<file path="src/rtl/irq_pkg.sv">
// Shared constants for the interrupt controller: register map, STATUS layout,
// vector defaults and the widths of the priority index and nesting depth.
package irq_pkg;

  localparam int IDX_W   = 4;
  localparam int DEPTH_W = 2;

  localparam logic [15:0] VEC_BASE_DEF   = 16'h0020;
  localparam int          VEC_STRIDE_DEF = 4;
  localparam int          MAX_DEPTH_DEF  = 3;

  typedef enum logic [2:0] {
    REG_MASK   = 3'd0,
    REG_PEND   = 3'd1,
    REG_ISR    = 3'd2,
    REG_MODE   = 3'd3,
    REG_STATUS = 3'd4
  } reg_addr_e;

  localparam int STATUS_ERR_BIT   = 15;
  localparam int STATUS_DEPTH_LSB = 4;
  localparam int STATUS_TOP_LSB   = 0;

endpackage

</file>
<file path="src/rtl/irq_prio_enc.sv">
// Find-first-set: index of the lowest set request bit (highest priority)
// plus a flag saying whether any bit was set.
module irq_prio_enc
  import irq_pkg::*;
#(
  parameter int N = 8
) (
  input  logic [N-1:0]     req,
  output logic [IDX_W-1:0] idx,
  output logic             valid
);

  // Scan from the top down so the lowest set bit is the last one written.
  always_comb begin
    idx   = '0;
    valid = 1'b0;
    for (int i = N - 1; i >= 0; i--) begin
      if (req[i]) begin
        idx   = IDX_W'(i);
        valid = 1'b1;
      end
    end
  end

endmodule

</file>
<file path="src/rtl/irq_ctrl.sv">
// Prioritised, nesting-aware interrupt controller: synchronises and latches
// requests, arbitrates against the in-service stack and exposes a register file.
module irq_ctrl
  import irq_pkg::*;
#(
  parameter int          N_SRC      = 8,
  parameter logic [15:0] VEC_BASE   = VEC_BASE_DEF,
  parameter int          VEC_STRIDE = VEC_STRIDE_DEF,
  parameter int          MAX_DEPTH  = MAX_DEPTH_DEF
) (
  input  logic             clk,
  input  logic             rst,
  input  logic [N_SRC-1:0] irq_in,
  input  logic             int_en,
  input  logic             insn_ce,
  input  logic             iret_detected,
  output logic             irq_take,
  output logic [15:0]      irq_vector,
  input  logic             io_sel,
  input  logic [2:0]       io_ad,
  input  logic             io_sw,
  input  logic             io_lw,
  input  logic [15:0]      io_wdata,
  output logic [15:0]      io_rdata
);

  logic [N_SRC-1:0]   irq_s1, irq_s, irq_s_d;
  logic [N_SRC-1:0]   pend_q, mask_q, mode_q;
  logic [IDX_W-1:0]   stack_q [MAX_DEPTH];
  logic [DEPTH_W-1:0] depth_q;
  logic               err_q, take_q;

  logic [N_SRC-1:0]   pend_view, isr, prio_ok, eligible, take_oh, w1c, edge_set;
  logic [IDX_W-1:0]   elig_idx, top_idx;
  logic               elig_valid, top_valid;
  logic               wr_en, iret_pop, wdata_unused;

  assign wdata_unused = ^io_wdata;

  // Level sources expose the synchronised line directly; edge sources the latch.
  assign pend_view = (pend_q & mode_q) | (irq_s & ~mode_q);
  assign edge_set  = irq_s & ~irq_s_d & mode_q;

  always_comb begin
    isr = '0;
    for (int k = 0; k < MAX_DEPTH; k++) begin
      if (DEPTH_W'(k) < depth_q) isr = isr | (N_SRC'(1) << stack_q[k]);
    end
  end

  // Nested entries are strictly higher priority, so the lowest ISR bit is the top.
  irq_prio_enc #(.N(N_SRC)) u_top_enc (.req(isr), .idx(top_idx), .valid(top_valid));

  always_comb begin
    prio_ok = '0;
    for (int i = 0; i < N_SRC; i++) begin
      prio_ok[i] = !top_valid || (IDX_W'(i) < top_idx);
    end
  end

  assign eligible = pend_view & mask_q & prio_ok;

  irq_prio_enc #(.N(N_SRC)) u_elig_enc (.req(eligible), .idx(elig_idx), .valid(elig_valid));

  assign irq_take   = int_en & insn_ce & elig_valid &
                      (depth_q < DEPTH_W'(MAX_DEPTH)) & ~take_q;
  assign irq_vector = elig_valid ? (VEC_BASE + 16'(elig_idx) * 16'(VEC_STRIDE)) : VEC_BASE;

  assign take_oh  = irq_take ? (N_SRC'(1) << elig_idx) : '0;
  assign wr_en    = io_sel & io_sw;
  assign w1c      = (wr_en && io_ad == REG_PEND) ? io_wdata[N_SRC-1:0] : '0;
  assign iret_pop = iret_detected && (depth_q != '0);

  // A take alongside an iret replaces the top entry, mirroring the CPU depth counter.
  always_ff @(posedge clk) begin
    if (rst) begin
      irq_s1  <= '0;
      irq_s   <= '0;
      irq_s_d <= '0;
      pend_q  <= '0;
      mask_q  <= '0;
      mode_q  <= '0;
      depth_q <= '0;
      err_q   <= 1'b0;
      take_q  <= 1'b0;
      for (int k = 0; k < MAX_DEPTH; k++) stack_q[k] <= '0;
    end else begin
      irq_s1  <= irq_in;
      irq_s   <= irq_s1;
      irq_s_d <= irq_s;
      pend_q  <= (pend_q & ~(w1c | take_oh)) | edge_set;
      take_q  <= irq_take;

      if (wr_en && io_ad == REG_MASK) mask_q <= io_wdata[N_SRC-1:0];
      if (wr_en && io_ad == REG_MODE) mode_q <= io_wdata[N_SRC-1:0];

      if (irq_take && iret_pop) begin
        stack_q[depth_q - 2'd1] <= elig_idx;
      end else if (irq_take) begin
        stack_q[depth_q] <= elig_idx;
        depth_q          <= depth_q + 2'd1;
      end else if (iret_pop) begin
        depth_q <= depth_q - 2'd1;
      end

      if (wr_en && io_ad == REG_STATUS && io_wdata[STATUS_ERR_BIT]) err_q <= 1'b0;
      if (iret_detected && depth_q == '0) err_q <= 1'b1;
    end
  end

  always_comb begin
    io_rdata = '0;
    if (io_sel && io_lw) begin
      case (io_ad)
        REG_MASK: io_rdata = 16'(mask_q);
        REG_PEND: io_rdata = 16'(pend_view);
        REG_ISR:  io_rdata = 16'(isr);
        REG_MODE: io_rdata = 16'(mode_q);
        REG_STATUS: begin
          io_rdata[STATUS_ERR_BIT]                  = err_q;
          io_rdata[STATUS_DEPTH_LSB +: DEPTH_W]     = depth_q;
          io_rdata[STATUS_TOP_LSB +: IDX_W]         = top_idx;
        end
        default: io_rdata = '0;
      endcase
    end
  end

endmodule

</file>
<file path="config.mk">
export PLATFORM = sky130hd
export DESIGN_NAME = irq_ctrl
export DESIGN_NICKNAME = d
export VERILOG_FILES = /design/src/rtl/irq_pkg.sv /design/src/rtl/irq_prio_enc.sv /design/src/rtl/irq_ctrl.sv
export SDC_FILE = /design/constraint.sdc
export NUM_CORES = 1
export LEC_CHECK = 0
export CAP_MARGIN = 40
export CELL_PAD_IN_SITES_DETAIL_PLACEMENT = 1
export CELL_PAD_IN_SITES_GLOBAL_PLACEMENT = 1
export CORE_MARGIN = 2
export CORE_UTILIZATION = 39
export CTS_CLUSTER_SIZE = 25
export DETAILED_ROUTE_END_ITERATION = 16
export GPL_TIMING_DRIVEN = 1
export PLACE_DENSITY_LB_ADDON = 0.1
export SLEW_MARGIN = 25
export SYNTH_ARGS = -nofsm -noshare
export SYNTH_HDL_FRONTEND = slang
export SYNTH_SLANG_ARGS = --single-unit
</file>
<file path="constraint.sdc">
create_clock -name clk -period 4 [get_ports clk]
set_input_delay 1 -clock clk [delete_from_list [all_inputs] [get_ports clk]]
set_output_delay 1 -clock clk [all_outputs]
set_load 0.005 [all_outputs]
</file>
==> flow_summary.json, run 1 <==
{
  "start_util": 0.395,
  "r2r-start": "depth_q[0]",
  "synth_area_leaders": "dfxtp_1, edfxtp_1, nor2b_1",
  "hold_violations": 0,
  "crit_path_cell_trace": "buf_4, ha_4, or3b_2, o211ai_1, buf_4, o32ai_2, a21o_1, a2111o_1, nand2_1, inv_1, dlygate4sd2_1",
  "slew_headroom": 0.666,
  "cts_inserted_buffers": 9,
  "slowest_delay_ns": 0.47,
  "grt_pass1_vias": 3405,
  "cts.path.max_buffers": 2,
  "irDropWorstVdd_mv": 0.196,
  "synth_most_common_cell": "dfxtp_1",
  "layout-drive-gt1-share": 0.238,
  "worst_slack_ns": 0.0983,
  "reg2reg_depth": 16,
  "synth_flop_cell": "dfxtp_1",
  "finalSetupTns_ns": 0,
  "cp.required_ns": 3.00,
  "viasPerCell": 5.52,
  "finish.net_count": 547,
  "max_freq_mhz": 256,
  "io_pins": 68,
  "clk_pin_slew_ns": 0.07,
  "grt_max_degree": 38,
  "ys_warn_count": 0,
  "ys_seq_area_frac": 0.365,
  "hold_path_class": "flip-flop to flip-flop",
  "yosys.area.top_type_share": 0.290,
  "holdPathEnd": "irq_s[7]",
  "cpMaxStageDelayCell": "or3b_2",
  "min_from": "irq_s1[7]",
  "htreeDepth": 3,
  "rows": 35,
  "async_flop_share": 0,
  "cts.hold.buffers_added": 0,
  "status": "finished, final reports clean",
  "crit_path_start_kind": "flip-flop",
  "timing.rr.end": "stack_q[1][1]",
  "area_delta_synth_final_pct": 34.7,
  "die_w_microns": 100,
  "antenna_cells": 0,
  "slew_violations": 0,
  "dp_hpwl_microns": 8390,
  "synth_enable_flop_cells": 9,
  "syn-cell-area_sq_um": 3590,
  "drt_wl_total_microns": 11100,
  "finalSetupViolCount": 0,
  "power_switching_share": 0.323,
  "clk_latency_ns": 0.35,
  "synthCells": 412,
  "critPathKind": "flip-flop to output port",
  "ctsRootBufferMaster": "clkbuf_8",
  "power.total_mw": 1.98,
  "arrival_ns": 2.90,
  "clockPowerShare": 0.308,
  "p_int_mw": 1.34,
  "period_minus_slack_ns": 3.90,
  "drt_iter0_markers": 154,
  "avgRoutedWirePerCell_microns": 17.9,
  "vias": 3441,
  "combPwrFrac": 0.348,
  "crit_fanout": 9,
  "synth-seq-cells": 61,
  "cts_tree": "yes",
  "synth_area_per_cell_sq_um": 8.72,
  "core_sq_um": 9110,
  "grt-ovfl-total": 0,
  "p_leak_nw": 2.13,
  "die_h_microns": 100,
  "drc": 0,
  "critPathCaptureType": "output port",
  "ant_nets": 0,
  "powerDensity_nw_per_um2": 410,
  "port_buffers": 40,
  "worst_pin_slew_ns": 0.497,
  "worst-r2r-setup-slack_ns": 0.35,
  "die_area_sq_um": 10000,
  "crit_path_frequent_cell": "buf_4",
  "synth.largest_area_cell": "dfxtp_1",
  "grt_pass1_wl_microns": 17900,
  "hold_depth": 1,
  "drv_cap": 0,
  "place_ws_ns": -0.0889,
  "switchingPower_uw": 642,
  "antenna_found_initial": 0,
  "clkSinkCount": 61,
  "grt.total_usage": 0.231,
  "place_congestion": 0.899,
  "clock_skew_ns": 0.0117,
  "yosysUniqueCellTypes": 64,
  "finalCritPeriodShare": 0.975,
  "firstDrtPassIters": 4,
  "pwr-share-seq": 0.344,
  "yosys-top-cells-count": "dfxtp_1, nor2_1, nand2_1"
}
-- area by class of cell --
| cell class | instances | area, sq um |
|---|---|---|
| sequential | 61 | 1320 |
| timing repair buffer | 104 | 891 |
| multi-input combinational | 322 | 2230 |
| clock inverter | 5 | 63.8 |
| inverter | 9 | 38.8 |
| clock buffer | 11 | 163 |
| tap | 111 | 139 |
| fill | 1095 | 4270 |
-- worst max-delay path by stage --
stage | startpoint | to | slack [ns] | cells past startpoint
3_3_place_gp | io_ad[1] | io_rdata[0] | -0.07 | 8
2_1_floorplan | depth_q[1] | stack_q[1][0] | 0.37 | 15
5_1_grt | depth_q[0] | irq_take | -0.02 | 11
3_5_place_dp | io_ad[1] | io_rdata[0] | -0.09 | 8
6_report | depth_q[0] | irq_take | 0.1 | 11
4_1_cts | depth_q[1] | irq_vector[2] | 0.002 | 10
-- repair_timing --
item,4_1_cts,5_1_grt
resized for setup,34,14
pin swaps,15,5
gates cloned,0,1
hold endpoints to repair,0,0
endpoints found under the setup margin,9,11
setup buffers,13,4
-- cell usage in the layout (no fill, tap or decap), drive strengths merged, types with 11 or more instances in the layout --
master	n
nor2b	35
clkbuf	11
dfxtp	52
nand2	36
buf	65
clkdlybuf4s50	32
nor3	15
mux2i	18
nor2	38
o21ai	19
conb	20
-- logic make-up after synthesis --
family          count (synthesis)  share of synthesized area
simple gates                  184                      0.281
compound gates                 84                      0.179
flops                          61                      0.365
buf+inv                        47                     0.0714
mux                            28                     0.0815
fa+ha+maj                       5                     0.0174
other cells                     2                    0.00209
xor+xnor                        1                    0.00244
-- critical path: cells and delay by family, from the launching register on --
family	cells	cell delay (ns)
and+or+nand+nor	2	0.58
buffers and inverters	4	0.63
adders and majority gates	1	0.17
AOI/OAI and AO/OA	4	0.80
DFF	1	0.39
-- per-layer routing --
layer,track usage,share of wire,vias to the layer above
met5,0,0,-
met4,0.0854,0.020,0
met3,0.0397,0.035,13
met2,0.389,0.50,77
met1,0.298,0.44,1701
li1,-,-,1650
-- state kept, by name, summed over array words and instances, names as in the netlist --
register,count
stack_q,9
irq_s1,8
irq_s,8
irq_s_d,8
mask_q,8
mode_q,8
pend_q,8
depth_q,2
err_q,1
take_q,1
-- stage by stage --
step	instance area [sq um]	utilization	hold slack, ns	std cells
after floorplan	3660	-	0.414	430
after global placement	4320	0.474	0.417	589
after detailed placement	4320	0.474	0.429	589
after CTS	4750	0.522	0.447	618
after global routing	4840	0.532	0.463	623
final	4840	0.532	0.443	623
-- power by group through the flow --
| stage | logic (mW) | registers [mW] | clock network (mW) |
|---|---|---|---|
| finish | 0.691 | 0.683 | 0.611 |
| global route | 0.750 | 0.687 | 0.661 |
| CTS | 0.658 | 0.683 | 0.628 |
| detailed placement | 0.539 | 0.684 | 0 |
| global placement | 0.525 | 0.683 | 0 |
| floorplan | 0.309 | 0.680 | 0 |
(Power assumes the default switching activity.)
==> inputs of run 2 (changes only) <==
--- a/config.mk
+++ b/config.mk
@@ -9,7 +9,7 @@
 export CELL_PAD_IN_SITES_DETAIL_PLACEMENT = 1
 export CELL_PAD_IN_SITES_GLOBAL_PLACEMENT = 1
 export CORE_MARGIN = 2
-export CORE_UTILIZATION = 39
+export CORE_UTILIZATION = 40
 export CTS_CLUSTER_SIZE = 25
 export DETAILED_ROUTE_END_ITERATION = 16
 export GPL_TIMING_DRIVEN = 1
@@ -17,4 +17,5 @@
 export SLEW_MARGIN = 25
 export SYNTH_ARGS = -nofsm -noshare
 export SYNTH_HDL_FRONTEND = slang
+export SYNTH_HIERARCHICAL = 1
 export SYNTH_SLANG_ARGS = --single-unit
==> run 2 against run 1 <==
The flow now finishes with violations (negative setup slack). Setup slack got worse by 0.87 ns. Sequential power is 3.4% higher. Sequential share of layout area shrank 2.5 points. Synthesized cell count is 3.6% lower. Via count is 10% higher. Worst hold slack got worse by 0.0021 ns. Core utilization rose by 12 points. Final cell count is 3.2% higher. Fmax shrank 18%. Combinational power decreased by 19%. Clock skew hardly changed. Non-clock buffer count is 32 higher.
==> flow_summary.json, run 2 <==
{
  "status": "complete, but fails checks",
  "violations": "negative setup slack",
  "syn-cell-area_sq_um": 3600,
  "die_area_sq_um": 9760,
  "synthCells": 397,
  "grt-ovfl-total": 0,
  "layout_common_cells": "buf_4, dfxtp_1, nor2b_1, clkdlybuf4s50_1, nor2_1",
  "finish.net_count": 570,
  "finalSetupViolCount": 36,
  "clk_latency_ns": 0.35,
  "port_buffers": 40,
  "switchingPower_uw": 592,
  "synth_fa_ha_area_frac": 0.0174,
  "grt_pass1_vias": 3712,
  "place_area_sq_um": 4460,
  "yosysUniqueCellTypes": 51,
  "synth_area_leaders": "dfxtp_1, edfxtp_1, nor2b_1",
  "die_h_microns": 98.8,
  "drt_iter0_markers": 254,
  "grt_max_degree": 27,
  "arrival_ns": 3.77,
  "grt_pass1_wl_microns": 20200,
  "irDropWorstVdd_mv": 0.370,
  "io_pins": 68,
  "p_leak_nw": 2.28,
  "synth_most_common_cell": "dfxtp_1",
  "ys_warn_count": 6,
  "yosys-top-cells-count": "dfxtp_1, nor2b_1, nor2_1",
  "synth-seq-cells": 64,
  "avgRoutedWirePerCell_microns": 24.2,
  "power_switching_share": 0.312,
  "ctsRootBufferMaster": "clkbuf_8",
  "grt.total_usage": 0.268,
  "hold_path_class": "flip-flop to flip-flop",
  "hold_violations": 0,
  "cts_inserted_buffers": 9,
  "final.fill_count": 939,
  "yosys.area.top_type_share": 0.289,
  "synth_enable_flop_cells": 12,
  "synth_area_per_cell_sq_um": 9.06,
  "crit_path_start_kind": "flip-flop",
  "synth_top_family_by_area": "simple AND/OR/NAND/NOR gates",
  "ys_seq_area_frac": 0.390,
  "ant_nets": 0,
  "critPathKind": "flip-flop to output port",
  "start_util": 0.412,
  "clk_pin_slew_ns": 0.08,
  "synth_flop_cell": "dfxtp_1",
  "dp_hpwl_microns": 8110,
  "clockPowerShare": 0.332,
  "p_int_mw": 1.31,
  "synth_compound_area_frac": 0.173,
  "layout-drive-gt1-share": 0.426,
  "cp.required_ns": 3.00,
  "top_register": "stack_q",
  "vias": 3790,
  "final_common_cell": "buf_4",
  "place_ws_ns": -0.778,
  "combPwrFrac": 0.296,
  "synthSimpleGateAreaFrac": 0.267,
  "critPathCaptureType": "output port",
  "clock_skew_ns": 0.0119,
  "synth.area.mux_share": 0.0720,
  "die_w_microns": 98.8,
  "synth.largest_area_cell": "dfxtp_1",
  "finalCritPeriodShare": 1.19,
  "slew_headroom": 0.386,
  "crit_fanout": 5,
  "max_freq_mhz": 209,
  "worst_slack_ns": -0.773,
  "drt_wl_total_microns": 15500,
  "core_sq_um": 8720,
  "firstDrtPassIters": 4,
  "cts_tree": "yes",
  "cts.path.max_buffers": 2,
  "pwr-share-seq": 0.372,
  "numPlacedInstances": 586,
  "cts.hold.buffers_added": 0,
  "rows": 34,
  "instances_no_fill": 643,
  "clkSinkCount": 64,
  "fin_area_sq_um": 5700,
  "antenna_cells": 0,
  "worst_pin_slew_ns": 0.914,
  "largest_reg_flops": 12,
  "slew_violations": 0,
  "rsz0062_at_grt": "true",
  "htreeDepth": 3,
  "drv_cap": 0,
  "period_minus_slack_ns": 4.77,
  "postLayoutCoreUtil": 0.654,
  "powerDensity_nw_per_um2": 333,
  "synth_xor_area_frac": 0.00487,
  "area_delta_synth_final_pct": 58.6,
  "place_congestion": 0.985,
  "drc": 0,
  "antenna_found_initial": 0,
  "viasPerCell": 5.89,
  "async_flop_share": 0
}
-- run 2: cell types whose count changed in the layout (fill, tap and decap cells not counted), moves of 7 or more --
cell / delta
and2_1: +11
nor3_1: -14
buf_6: +12
o22ai_1: +7
nand2b_1: +14
nand2_1: -29
nor2_1: -12
buf_4: +18
-- run 2: stage by stage --
stage | TNS [ns] | power, mW | hold WS, ns
after detailed placement | -15.78 | 1.00 | 0.428
after floorplan | -0.0845 | 0.875 | 0.414
after global routing | -14.60 | 1.96 | 0.463
after CTS | -3.85 | 1.78 | 0.447
final | -10.54 | 1.90 | 0.441
after global placement | -10.28 | 0.993 | 0.416
-- run 2: repair_timing --
action	4_1_cts	5_1_grt
buffers inserted	23	23
setup endpoints to repair	39	42
pin swaps	38	32
gates resized for setup	136	42
-- run 2: worst paths after layout --
check             startpoint            end  slack [ns]  cells after the start
setup / recovery  depth_q[0]  irq_vector[3]       -0.77                     16
hold / removal     irq_s1[4]       irq_s[4]        0.44                      1
setup reg to reg  depth_q[0]  stack_q[0][0]       -0.41                     22
hold reg to reg    irq_s1[4]       irq_s[4]        0.44                      1
-- run 2: layout make-up --
cell class                      count  area [sq um]  share of cell area
Tap cell                          108           135              0.0237
Timing Repair Buffer              136          1210               0.213
Clock inverter                      5          61.3              0.0107
Clock buffer                       11           163              0.0285
Inverter                           14          57.6              0.0101
Multi-Input combinational cell    305          2670               0.467
Sequential cell                    64          1410               0.247
-- run 2: logic make-up after synthesis --
family	Yosys count
buffers and inverters	45
multiplexers	25
XOR/XNOR	2
AO/OA/AOI/OAI	94
other	3
adder cells (fa/ha/maj)	5
flip-flops	64
AND/OR/NAND/NOR	159
-- run 2: power by group through the flow --
stage | logic (mW) | registers [mW] | clock network (mW)
2_1_floorplan | 0.166 | 0.709 | 0
3_3_place_gp | 0.284 | 0.708 | 0
3_5_place_dp | 0.294 | 0.710 | 0
4_1_cts | 0.454 | 0.701 | 0.625
5_1_grt | 0.587 | 0.708 | 0.661
6_report | 0.562 | 0.706 | 0.631
-- run 2: routing by layer --
| metal | global-route usage | vias up | wire [microns] |
|---|---|---|---|
| met1 | 0.325 | 1903 | 6290 |
| met5 | 0 | - | 0 |
| met3 | 0.0404 | 51 | 795 |
| li1 | - | 1650 | - |
| met2 | 0.471 | 186 | 7780 |
| met4 | 0.110 | 0 | 680 |
-- run 2: critical path: stages, from the launching register on --
cell and delay (ns):
dfxtp_4 0.38, buf_12 0.13, ha_4 0.15, nand3b_1 0.16
nor2_1 0.08, a211oi_2 0.37, inv_2 0.11, nor4_4 0.31
nor2b_4 0.31, buf_4 0.16, nand3_2 0.10, a21oi_4 0.24
buf_4 0.15, o21ai_1 0.10, a211oi_2 0.31, and2_1 0.20
buf_2 0.14
==> RTL edit (settings of run 2) <==
`MAX_DEPTH_DEF`: 3 -> 6.
--- a/src/rtl/irq_pkg.sv
+++ b/src/rtl/irq_pkg.sv
@@ -7,7 +7,7 @@
 
   localparam logic [15:0] VEC_BASE_DEF   = 16'h0020;
   localparam int          VEC_STRIDE_DEF = 4;
-  localparam int          MAX_DEPTH_DEF  = 3;
+  localparam int          MAX_DEPTH_DEF  = 6;
 
   typedef enum logic [2:0] {
     REG_MASK   = 3'd0,
Behaviour: not the same (a bounded check fails within 4 cycles, from zero or initial values and one cycle with rst high).
==> RTL edit against run 2 <==
- synthesized area grew 16%
- the run still ends with negative setup slack left
- worst hold slack got worse by 0.0062 ns
- combinational power up 3%
- worst setup slack better by 0.044 ns
- core utilization decreased by 4.5 points
- wire length rose by 1.9%
- register-to-register slack got worse by 0.25 ns
- clock power grew 6.2%
- cell area rose by 8.8%
- total power is 8.1% higher
- sequential cell count is 8 higher
- first-iteration DRC count shrank 28%
==> RTL edit: results (changes against run 2) <==
The overall fraction of global-route tracks in use is 25.0% (-1.8 points). The final reports fail on negative setup slack. The per-cell via count in the routed design came out at 5.58 (-5.4%). Sorting the synthesized cells by how often they occur yields dfxtp_1, nor2_1, nand2_1.

The met3 routed wirelength is 870 um (+9.4%). The logs give 32.6% (-0.6 points) for the proportion of power drawn by the clock network and 60.9% (-4.5 points) for the utilization after layout. The layout clock buffer count was 10 (-1). Final net count: 638 (+12%). The setup slack after layout is -0.730 ns (+0.0438 ns), and the per-instance average area after synthesis is 8.96 um2 (-1.1%). The maximum number of pins on one net before global-route repair was 37 (+37%); the highest net fanout along the worst path was 6 (+1). The logs give 2.57 nW (+13%) for the leakage power figure and 5080 um2 (+14%) for the standard cell area after detailed placement. For the weighted congestion reported at the end of routability-driven placement, the log shows 0.843 (-14%). The run gives -16.73 ns (-6.19 ns) as the setup TNS after final layout. The run finished, with violations left. The portion of netlist area occupied by mux cells is 6.20% (-1.0 points).

The net switching fraction of the power was 31.7% (+0.49 points). Met2 layer wire length in the routed design: 8050 um (+3.4%). The worst vdd rail ir drop is 0.252 mV (-32%). The global routing met1 resource utilization was 31.8% (-0.69 points). The total power divided by cell area was 331 nW/um2 (-0.59%); the final-report setup violation count was 39 (+8.3%). For the number of multi-input combinational cells in the layout, the log shows 355 (+16%). The sequential fraction of the synthesis area was 39.5% (+0.51 points). The flip-flop count of the largest register after layout is 20 (+8), and the worst setup slack before clock tree synthesis is -0.711 ns (+0.0670 ns).
## RTL edit: worst max-delay path, stage by stage (launching register included)
cell and delay, ns:
edfxtp_1 0.49, buf_6 0.17, or4b_4 0.54, a21oi_2 0.21, nor3_2 0.09, inv_2 0.14, nor2_4 0.06, a211oi_2 0.25
buf_4 0.20, nand3_4 0.10, a21oi_4 0.26, o21ai_2 0.09, a211oi_2 0.35, buf_4 0.19, and2_4 0.14, buf_6 0.08
## RTL edit: worst paths after layout
check / from / endpoint / slack (ns) / depth (start not counted)
worst max-delay path: stack_q[1][0] / irq_vector[3] / -0.73 / 15
worst max register to register: stack_q[5][1] / stack_q[2][0] / -0.66 / 20
worst min-delay path: irq_s1[4] / irq_s[4] / 0.43 / 1
worst min register to register: irq_s1[4] / irq_s[4] / 0.43 / 1
## RTL edit: timing repair
item | in CTS | in global routing
setup buffers | 17 | 26
resized for setup | 118 | 61
setup endpoints to repair | 37 | 40
endpoints found under the hold margin | 0 | 0
pin swaps | 37 | 32
